--- config.mk ---
export PLATFORM = sky130hd
export DESIGN_NAME = alu_serial_ctrl
export DESIGN_NICKNAME = d
export VERILOG_FILES = /design/src/rtl/alu_serial_ctrl_pkg.sv /design/src/rtl/alu_serial_ctrl_bit_slice.sv /design/src/rtl/alu_serial_ctrl.sv
export SDC_FILE = /design/constraint.sdc
export NUM_CORES = 1
export LEC_CHECK = 0
export BUFFER_PORTS_ARGS = -buffer_cell sky130_fd_sc_hd__buf_2
export CAP_MARGIN = 20
export CORE_MARGIN = 10
export CORE_UTILIZATION = 56
export CTS_CLUSTER_DIAMETER = 200
export DETAILED_ROUTE_END_ITERATION = 8
export PLACE_DENSITY = 0.87
export SLEW_MARGIN = 20
export SYNTH_ARGS = -nofsm -noshare
export SYNTH_HDL_FRONTEND = slang
export SYNTH_SLANG_ARGS = --single-unit
--- constraint.sdc ---
create_clock -name clk -period 2 [get_ports clk]
set_clock_uncertainty 0.1 [all_clocks]
set_input_delay 0.5 -clock clk [delete_from_list [all_inputs] [get_ports clk]]
set_output_delay 0.5 -clock clk [all_outputs]
set_load 0.005 [all_outputs]
--- src/rtl/alu_serial_ctrl_pkg.sv ---
// Shared definitions for the bit-serial ALU sequencer: alu_op and comp
// code constants, slice function field values, FSM state encoding and
// the SET-bit compare selector used when ALU_SERIAL_COMP_EN is defined.
package alu_serial_ctrl_pkg;

    // Full alu_op codes {A_invert, B_invert, operation[1:0]}
    localparam logic [3:0] OP_AND = 4'b0000;
    localparam logic [3:0] OP_OR  = 4'b0001;
    localparam logic [3:0] OP_ADD = 4'b0010;
    localparam logic [3:0] OP_SUB = 4'b0110;
    localparam logic [3:0] OP_SLT = 4'b0111;
    localparam logic [3:0] OP_NOR = 4'b1100;

    // operation[1:0] field as seen by the 1-bit slice
    localparam logic [1:0] FN_AND = 2'b00;
    localparam logic [1:0] FN_OR  = 2'b01;
    localparam logic [1:0] FN_ADD = 2'b10;
    localparam logic [1:0] FN_SET = 2'b11;

    // comp codes selecting the SET bit
    localparam logic [2:0] COMP_LT = 3'b000;
    localparam logic [2:0] COMP_GT = 3'b001;
    localparam logic [2:0] COMP_LE = 3'b010;
    localparam logic [2:0] COMP_GE = 3'b011;
    localparam logic [2:0] COMP_EQ = 3'b110;
    localparam logic [2:0] COMP_NE = 3'b100;

    typedef enum logic [1:0] {
        S_IDLE = 2'd0,
        S_RUN  = 2'd1,
        S_FIN  = 2'd2
    } state_t;

    // SET bit from the resolved less/equal pair; unknown codes give 0
    function automatic logic comp_set(input logic [2:0] c, input logic less, input logic equal);
        logic r;
        case (c)
            COMP_LT: r = less;
            COMP_GT: r = ~less & ~equal;
            COMP_LE: r = less | equal;
            COMP_GE: r = ~less;
            COMP_EQ: r = equal;
            COMP_NE: r = ~equal;
            default: r = 1'b0;
        endcase
        return r;
    endfunction

endpackage

--- src/rtl/alu_serial_ctrl_bit_slice.sv ---
// One-bit ALU slice: optional A/B inversion, then AND / OR / full-adder sum.
// The SET function returns 0 here; the raw sum bit is exported separately
// so the sequencer can resolve less/equal from it.
module alu_bit_slice
    import alu_serial_ctrl_pkg::*;
(
    input  logic       a_i,
    input  logic       b_i,
    input  logic       a_inv_i,
    input  logic       b_inv_i,
    input  logic [1:0] op_i,
    input  logic       cin_i,
    output logic       res_o,
    output logic       sum_o,
    output logic       cout_o
);

    logic a_eff;
    logic b_eff;

    // Inversion, full adder and function select
    always_comb begin
        a_eff  = a_i ^ a_inv_i;
        b_eff  = b_i ^ b_inv_i;
        sum_o  = a_eff ^ b_eff ^ cin_i;
        cout_o = (a_eff & b_eff) | (a_eff & cin_i) | (b_eff & cin_i);
        case (op_i)
            FN_AND:  res_o = a_eff & b_eff;
            FN_OR:   res_o = a_eff | b_eff;
            FN_ADD:  res_o = a_eff ^ b_eff ^ cin_i;
            default: res_o = 1'b0;
        endcase
    end

endmodule

--- src/rtl/alu_serial_ctrl.sv ---
// Bit-serial ALU sequencer: runs alu_bit_slice over WIDTH cycles, LSB first.
// Optional feature macro: ALU_SERIAL_COMP_EN (SET bit chosen by captured comp).
module alu_serial_ctrl
    import alu_serial_ctrl_pkg::*;
#(
    parameter int unsigned WIDTH = 32
) (
    input  logic             clk,
    input  logic             rst,
    input  logic             start,
    input  logic [WIDTH-1:0] src1,
    input  logic [WIDTH-1:0] src2,
    input  logic [3:0]       alu_op,
    input  logic [2:0]       comp,
    output logic             busy,
    output logic             done,
    output logic [WIDTH-1:0] result,
    output logic             zero,
    output logic             cout,
    output logic             overflow
);

    localparam int unsigned   CW   = $clog2(WIDTH);
    localparam logic [CW-1:0] LAST = CW'(WIDTH - 1);

    state_t           state_q;
    logic [WIDTH-1:0] a_q;
    logic [WIDTH-1:0] b_q;
    logic [WIDTH-2:0] sh_q;
    logic [3:0]       op_q;
    logic [2:0]       comp_q;
    logic [CW-1:0]    cnt_q;
    logic             carry_q;
    logic             nz_q;

    logic             s_res;
    logic             s_sum;
    logic             s_cout;

    logic [WIDTH-1:0] full_d;
    logic [WIDTH-1:0] result_d;
    logic             ovf_d;
    logic             cout_d;
    logic             less;
    logic             equal;
    logic             set_d;

    alu_bit_slice u_slice (
        .a_i     (a_q[0]),
        .b_i     (b_q[0]),
        .a_inv_i (op_q[3]),
        .b_inv_i (op_q[2]),
        .op_i    (op_q[1:0]),
        .cin_i   (carry_q),
        .res_o   (s_res),
        .sum_o   (s_sum),
        .cout_o  (s_cout)
    );

    // Final-bit resolution: the MSB slice outputs are folded straight into the
    // registered results so done/result/flags are valid in the FIN cycle itself
    always_comb begin
        full_d = {s_res, sh_q};
        ovf_d  = op_q[1] & (carry_q ^ s_cout);
        cout_d = op_q[1] & s_cout;
        less   = s_sum ^ carry_q ^ s_cout;
        equal  = ~(nz_q | s_sum);
`ifdef ALU_SERIAL_COMP_EN
        set_d  = comp_set(comp_q, less, equal);
`else
        set_d  = less;
`endif
        if (op_q[1:0] == FN_SET) begin
            result_d = {{(WIDTH-1){1'b0}}, set_d};
        end else begin
            result_d = full_d;
        end
    end

`ifndef ALU_SERIAL_COMP_EN
    // comp is captured but has no effect without the compare feature
    logic unused_cfg;
    always_comb unused_cfg = ^{comp_q, equal};
`endif

    // Sequencer: IDLE accepts, RUN shifts one bit per cycle, FIN holds done
    always_ff @(posedge clk) begin
        if (rst) begin
            state_q  <= S_IDLE;
            a_q      <= '0;
            b_q      <= '0;
            sh_q     <= '0;
            op_q     <= '0;
            comp_q   <= '0;
            cnt_q    <= '0;
            carry_q  <= 1'b0;
            nz_q     <= 1'b0;
            busy     <= 1'b0;
            done     <= 1'b0;
            result   <= '0;
            zero     <= 1'b0;
            cout     <= 1'b0;
            overflow <= 1'b0;
        end else begin
            done <= 1'b0;
            case (state_q)
                S_IDLE: begin
                    if (start) begin
                        a_q     <= src1;
                        b_q     <= src2;
                        op_q    <= alu_op;
                        comp_q  <= comp;
                        cnt_q   <= '0;
                        carry_q <= alu_op[2];
                        nz_q    <= 1'b0;
                        busy    <= 1'b1;
                        state_q <= S_RUN;
                    end
                end
                S_RUN: begin
                    a_q     <= a_q >> 1;
                    b_q     <= b_q >> 1;
                    sh_q    <= full_d[WIDTH-1:1];
                    carry_q <= s_cout;
                    nz_q    <= nz_q | s_sum;
                    cnt_q   <= cnt_q + 1'b1;
                    if (cnt_q == LAST) begin
                        result   <= result_d;
                        zero     <= (result_d == '0);
                        cout     <= cout_d;
                        overflow <= ovf_d;
                        done     <= 1'b1;
                        state_q  <= S_FIN;
                    end
                end
                S_FIN: begin
                    busy    <= 1'b0;
                    state_q <= S_IDLE;
                end
                default: state_q <= S_IDLE;
            endcase
        end
    end

endmodule
# After elaboration in Yosys (flattened, before gate mapping)
# Cells that the tools add are included.
[totals]
reg_bits = 144
output_inout_bits = 37
[classes]
reduce_logical = 11
n_eq_ne = 8
bitwise_logic = 16
muxes = 16
n_addsub = 1
[ops]
columns = ["cell", "n"]
rows = [
  ["$pmux 32 s2", 2],
  ["$mux 32", 3],
  ["$logic_not 32->1", 1],
  ["$pmux 5 s2", 1],
  ["$reduce_and 2->1", 5],
  ["$xor 1x1->1", 7],
  ["$eq 2x2->1 const B", 3],
  ["$add 5x1->5 const B", 1],
  ["$and 1x1->1", 5],
  ["$eq 5x5->1 const B", 1],
  ["$mux 5", 1],
  ["$eq 2x1->1 const B", 2],
  ["$logic_not 2->1", 2],
  ["$mux 2", 2],
  ["$ne 2x2->1 const B", 2],
  ["$pmux 1 s2", 2],
  ["$pmux 2 s2", 1],
  ["$reduce_bool 2->1", 2],
  ["$mux 1", 3],
  ["$or 1x1->1", 3],
  ["$pmux 1 s3", 1],
  ["$reduce_or 2->1", 1],
  ["$not 1->1", 1],
]

# Logic depth before layout (Yosys ltp)
[depth]
word_depth = 7
mapped_depth = 8
mapped_depth_nobuf = 8

# By module
# Synthesis repeated with hierarchy kept, for this count alone.
[hier_totals]
hier_cells = 863
area_unflattened_um2 = 6700.2
[by_module_without_submodules]
columns = ["module", "area_each_um2", "cells_per_inst", "seq_area_each_um2", "n_inst"]
rows = [
  ["alu_serial_ctrl", 6607.6, 853, 2882.8, 1],
  ["alu_bit_slice", 92.6, 10, 0.0, 1],
]

# Least setup slack after synthesis
# No wires, ideal clock.
[synth_timing]
kind = "register to register"
start = "register a_q[0]"
end = "register zero"
t_required_ns = 1.784
t_arrival_ns = 1.524
synth_period_minus_slack_ns = 1.740
stages_incl_launch_ff = 7
setup_slack_ns = 0.260
path_cell_list = "dfxtp_1 > xor2_1 > ha_1 > xnor2_1 > a211oi_1 > a31oi_1 > a31o_2"
[synth_between]
elab_chain_len = 7
[synth_lines]
columns = ["element", "line", "rtl"]
rows = [
  ["start: declaration", "alu_serial_ctrl.sv:27", "logic [WIDTH-1:0] a_q;"],
  ["start signal: assignment", "alu_serial_ctrl.sv:109", "a_q <= src1;"],
  ["start signal: assignment", "alu_serial_ctrl.sv:121", "a_q <= a_q >> 1;"],
  ["$xor 1x1->1 (*)", "alu_serial_ctrl_bit_slice.sv:23", "a_eff = a_i ^ a_inv_i;"],
  ["$xor 1x1->1 (tied with other cells)", "alu_serial_ctrl_bit_slice.sv:25, alu_serial_ctrl_bit_slice.sv:30", ""],
  ["$xor 1x1->1 or $or 1x1->1 (tied branches)", "alu_serial_ctrl_bit_slice.sv:25, alu_serial_ctrl_bit_slice.sv:30, alu_serial_ctrl_bit_slice.sv:26", ""],
  ["$xor 1x1->1 or $or 1x1->1 (tied branches)", "alu_serial_ctrl.sv:66, alu_serial_ctrl_bit_slice.sv:26", ""],
  ["$xor 1x1->1", "alu_serial_ctrl.sv:66", "less = s_sum ^ carry_q ^ s_cout;"],
  ["$mux 32 (*)", "alu_serial_ctrl.sv:73", "if (op_q[1:0] == FN_SET) begin"],
  ["$logic_not 32->1 (*)", "alu_serial_ctrl.sv:129", "zero <= (result_d == '0);"],
  ["end signal: assignment", "alu_serial_ctrl.sv:129", ""],
  ["end: declaration", "alu_serial_ctrl.sv:18", "output logic zero,"],
]
# Every way passes the cells marked *; elsewhere a longest branch is shown, timed or not.
# A chain may end at the register's enable or synchronous reset.

# Worst setup path after layout
[layout_timing]
start = "register cnt_q[1]"
end = "register zero"
[layout_between]
elab_chain_len = 2
[layout_lines]
columns = ["element", "line", "rtl"]
rows = [
  ["start: declaration", "alu_serial_ctrl.sv:32", "logic [CW-1:0] cnt_q;"],
  ["start signal: assignment", "alu_serial_ctrl.sv:126", "cnt_q <= cnt_q + 1'b1;"],
  ["$eq 5x5->1", "alu_serial_ctrl.sv:127", "if (cnt_q == LAST) begin"],
  ["$reduce_and 2->1 (no source line)", "n/a", ""],
]
# No other way between the ends.

==> summary.md <==
| Metric | Value |
|---|---|
| Top_reg_cell synth | dfxtp_1 |
| Period utilization | 93.5% |
| Post-synth top cells | a21oi_1, dfxtp_1, nand2_1 |
| Crit. Startpoint | cnt_q[1] |
| Ys Warns | 0 |
| Area growth, synth to finish | 19.9% |
| Clock Tree Buf Depth | 2 |
| Synthesized flop and latch total | 144 |
| Post-synth top area cell | dfxtp_1 |
| Starting Density | 58.0% |
| Total power | 6980 uW |
| Measured slew at the worst slew-check pin | 0.512 ns |
| Critical-path top delay cell | dfxtp_1 |
| CTS tree | done |
| Setup TNS | 0 ns |
| Worst-path fanout max | 4 |
| Via/cell ratio | 5.55 |
| WL/cell | 14.4 um |
| GRT Util Overall | 19.3% |
| Count of different cell masters after synthesis | 38 |
| Worst r2r src | cnt_q[1] |
| CTS HTree Levels | 4 |
| CP Class | flip-flop to flip-flop |
| Worst hold path type | primary input to flip-flop |
| Maximum clock rate | 535 MHz |
| 1st-pass router iterations | 5 |
| Max transition margin | 65.8% |
| Root Driver | clkbuf_16 |
| Pleak | 0.00321 uW |
| Chip Height | 127 um |
| PwrDens | 910 nW/um2 |
| Core Box Area | 11000 um2 |
| EDFF count, synth | 0 |
| DP HPWL | 10.2 mm |
| Vias in the first global route | 5701 |
| WL final | 16.2 mm |
| Count leader, synth | a21oi_1 |
| CP Cell Sequence | ha_2, and3_1, ha_1, inv_1, nor3_2, o311ai_0, a31oi_1, a31o_2 |
| Clock sinks | 144 |
| Post-place instance area | 7040 um2 |
| RePlAce Congestion | 0.820 |
| Post-Syn Nets | 975 |
| Hold_sp | alu_op[2] |
| Chip Width | 127 um |
| Final Max Slew Viols | 0 |
| Clock-pin slew on the worst setup and hold paths | 0.06 ns |
| # port buffers | 107 |
| Final ANT Viol Nets | 0 |
| Number of remaining DRC errors | 0 |
| WP data required | 2.26 ns |
| Gr ovfl total | 0 |
| Largest net degree at the start of global routing | 77 |
| CP startpoint kind | flip-flop |
| CP peak stage delay | 0.35 ns |
| Nets | 1051 |
| Final worst path period need | 1.87 ns |
| Post-Synthesis Cell Area | 6400 um2 |
| Via count | 6251 |
| Crit path buffers/inverters | 1 |
| Top cells by area, synth | dfxtp_1, a21oi_1, nand2_1 |
| VDD IR max | 731 uV |
| Fin area | 7670 um2 |
| Cells after Synth | 898 |
| Number of core rows | 38 |
| # IOs | 111 |
| Seq/Total Area, Yosys | 45.0% |
| Hold Fails Final Rpt | 0 |
| # diodes | 0 |
| Area share of the leading cell type in the synthesized netlist | 45.0% |
| Die area | 16100 um2 |
| TritonCTS buffer count | 17 |
| Clk_lat worst skew | 0.42 ns |
| Arr. time, crit path | 2.13 ns |
| Initial antenna violation count | 1 |
| Layout cell share with drive strength beyond 1 | 17.6% |
| Starting DRT DRC Count | 704 |
| Run status | completed |
| Syn_area_per_cell | 7.13 um2 |
| Max-cap viol count | 0 |
| First-pass GRT wire length | 26.7 mm |
| Family with the most delay on the worst path | compound AO/OA/AOI/OAI gates |
| Setup violators final | 0 |
| Post-synthesis async set-or-reset flop share | 0% |
| CP endpoint kind | flip-flop |
## power by group
part | switching (uW) | leakage, uW | internal (uW)
Sequential | 100 | 0.00118 | 3010
Clock | 1270 | 0.000290 | 1850
Combinational | 437 | 0.00174 | 306
## path summary, 6_finish.rpt
path                                   end  slack, ns  cells after the start
worst min register to register  result[20]       0.35                      2
worst max-delay path                  zero       0.13                      8
worst min-delay path               op_q[2]       0.24                      3
worst max register to register        zero       0.13                      8
## through the flow
stage | util (%) | hold WS, ns | cells | setup WS, ns
2_1_floorplan | - | 0.347 | 898 | 0.260
3_3_place_gp | 63.8 | 0.335 | 1093 | 0.155
3_5_place_dp | 63.8 | 0.340 | 1093 | 0.113
4_1_cts | 69.1 | 0.223 | 1125 | 0.0769
5_1_grt | 69.6 | 0.232 | 1127 | -0.0205
6_report | 69.6 | 0.237 | 1127 | 0.129
## layer usage
metal	vias to the layer above	wire, um	global-route usage, %
met5	-	12	0
met4	2	216	6.97
met3	22	1080	5.46
met2	216	7740	30.1
met1	2848	7130	24.8
li1	3163	-	-
## registers in the layout, indices dropped and copies added, names as in the netlist
register	flops
carry_q	1
result	32
cnt_q	5
done	1
a_q	32
cout	1
busy	1
zero	1
state_q	2
overflow	1
sh_q	31
b_q	32
op_q	4
## placed cells by master (no fill, tap or decap), types with 3 or more instances in the layout
cell type / n
nor4_1: 6
buf_2: 106
nor2_1: 116
nand2_1: 143
a21oi_1: 158
clkbuf_16: 18
a31oi_1: 3
a211oi_1: 3
o21ai_0: 98
o22a_1: 3
clkinv_4: 6
a22oi_1: 4
nand4_1: 3
inv_1: 49
buf_4: 18
inv_6: 3
dfxtp_1: 142
nand3_1: 30
buf_12: 5
a2bb2oi_1: 16
nor3_1: 23
## layout make-up
| class | instances | area [um2] |
|---|---|---|
| fill | 886 | 3360 |
| multi-input combinational | 631 | 3050 |
| sequential | 144 | 2890 |
| timing repair buffer | 130 | 791 |
| clock buffer | 18 | 429 |
| inverter | 50 | 188 |
| tap | 140 | 175 |
| clock inverter | 14 | 155 |
## logic make-up (layout without fill, tap and decap cells)
family / after synthesis / count (layout) / synth area share [%]
fa+ha+maj: 3 / 3 / 0.586
simple gates: 331 / 331 / 21.2
buf+inv: 123 / 212 / 7.64
flops: 144 / 144 / 45.0
compound gates: 292 / 292 / 24.8
xor+xnor: 4 / 4 / 0.547
mux: 1 / 1 / 0.176
## worst reg2reg max path: stages, from the launching register on
cell and delay, ns:
dfxtp_1 0.35, ha_2 0.19, and3_1 0.16, ha_1 0.16, inv_1 0.11, nor3_2 0.24, o311ai_0 0.17, a31oi_1 0.17
a31o_2 0.17
## timing repair
| item | 4_1_cts | 5_1_grt |
|---|---|---|
| hold buffers | 0 | 0 |
| setup endpoints to repair | 0 | 7 |
| buffers inserted | 0 | 1 |
| gates resized for setup | 0 | 5 |
Power figures use the tool's default switching activity.
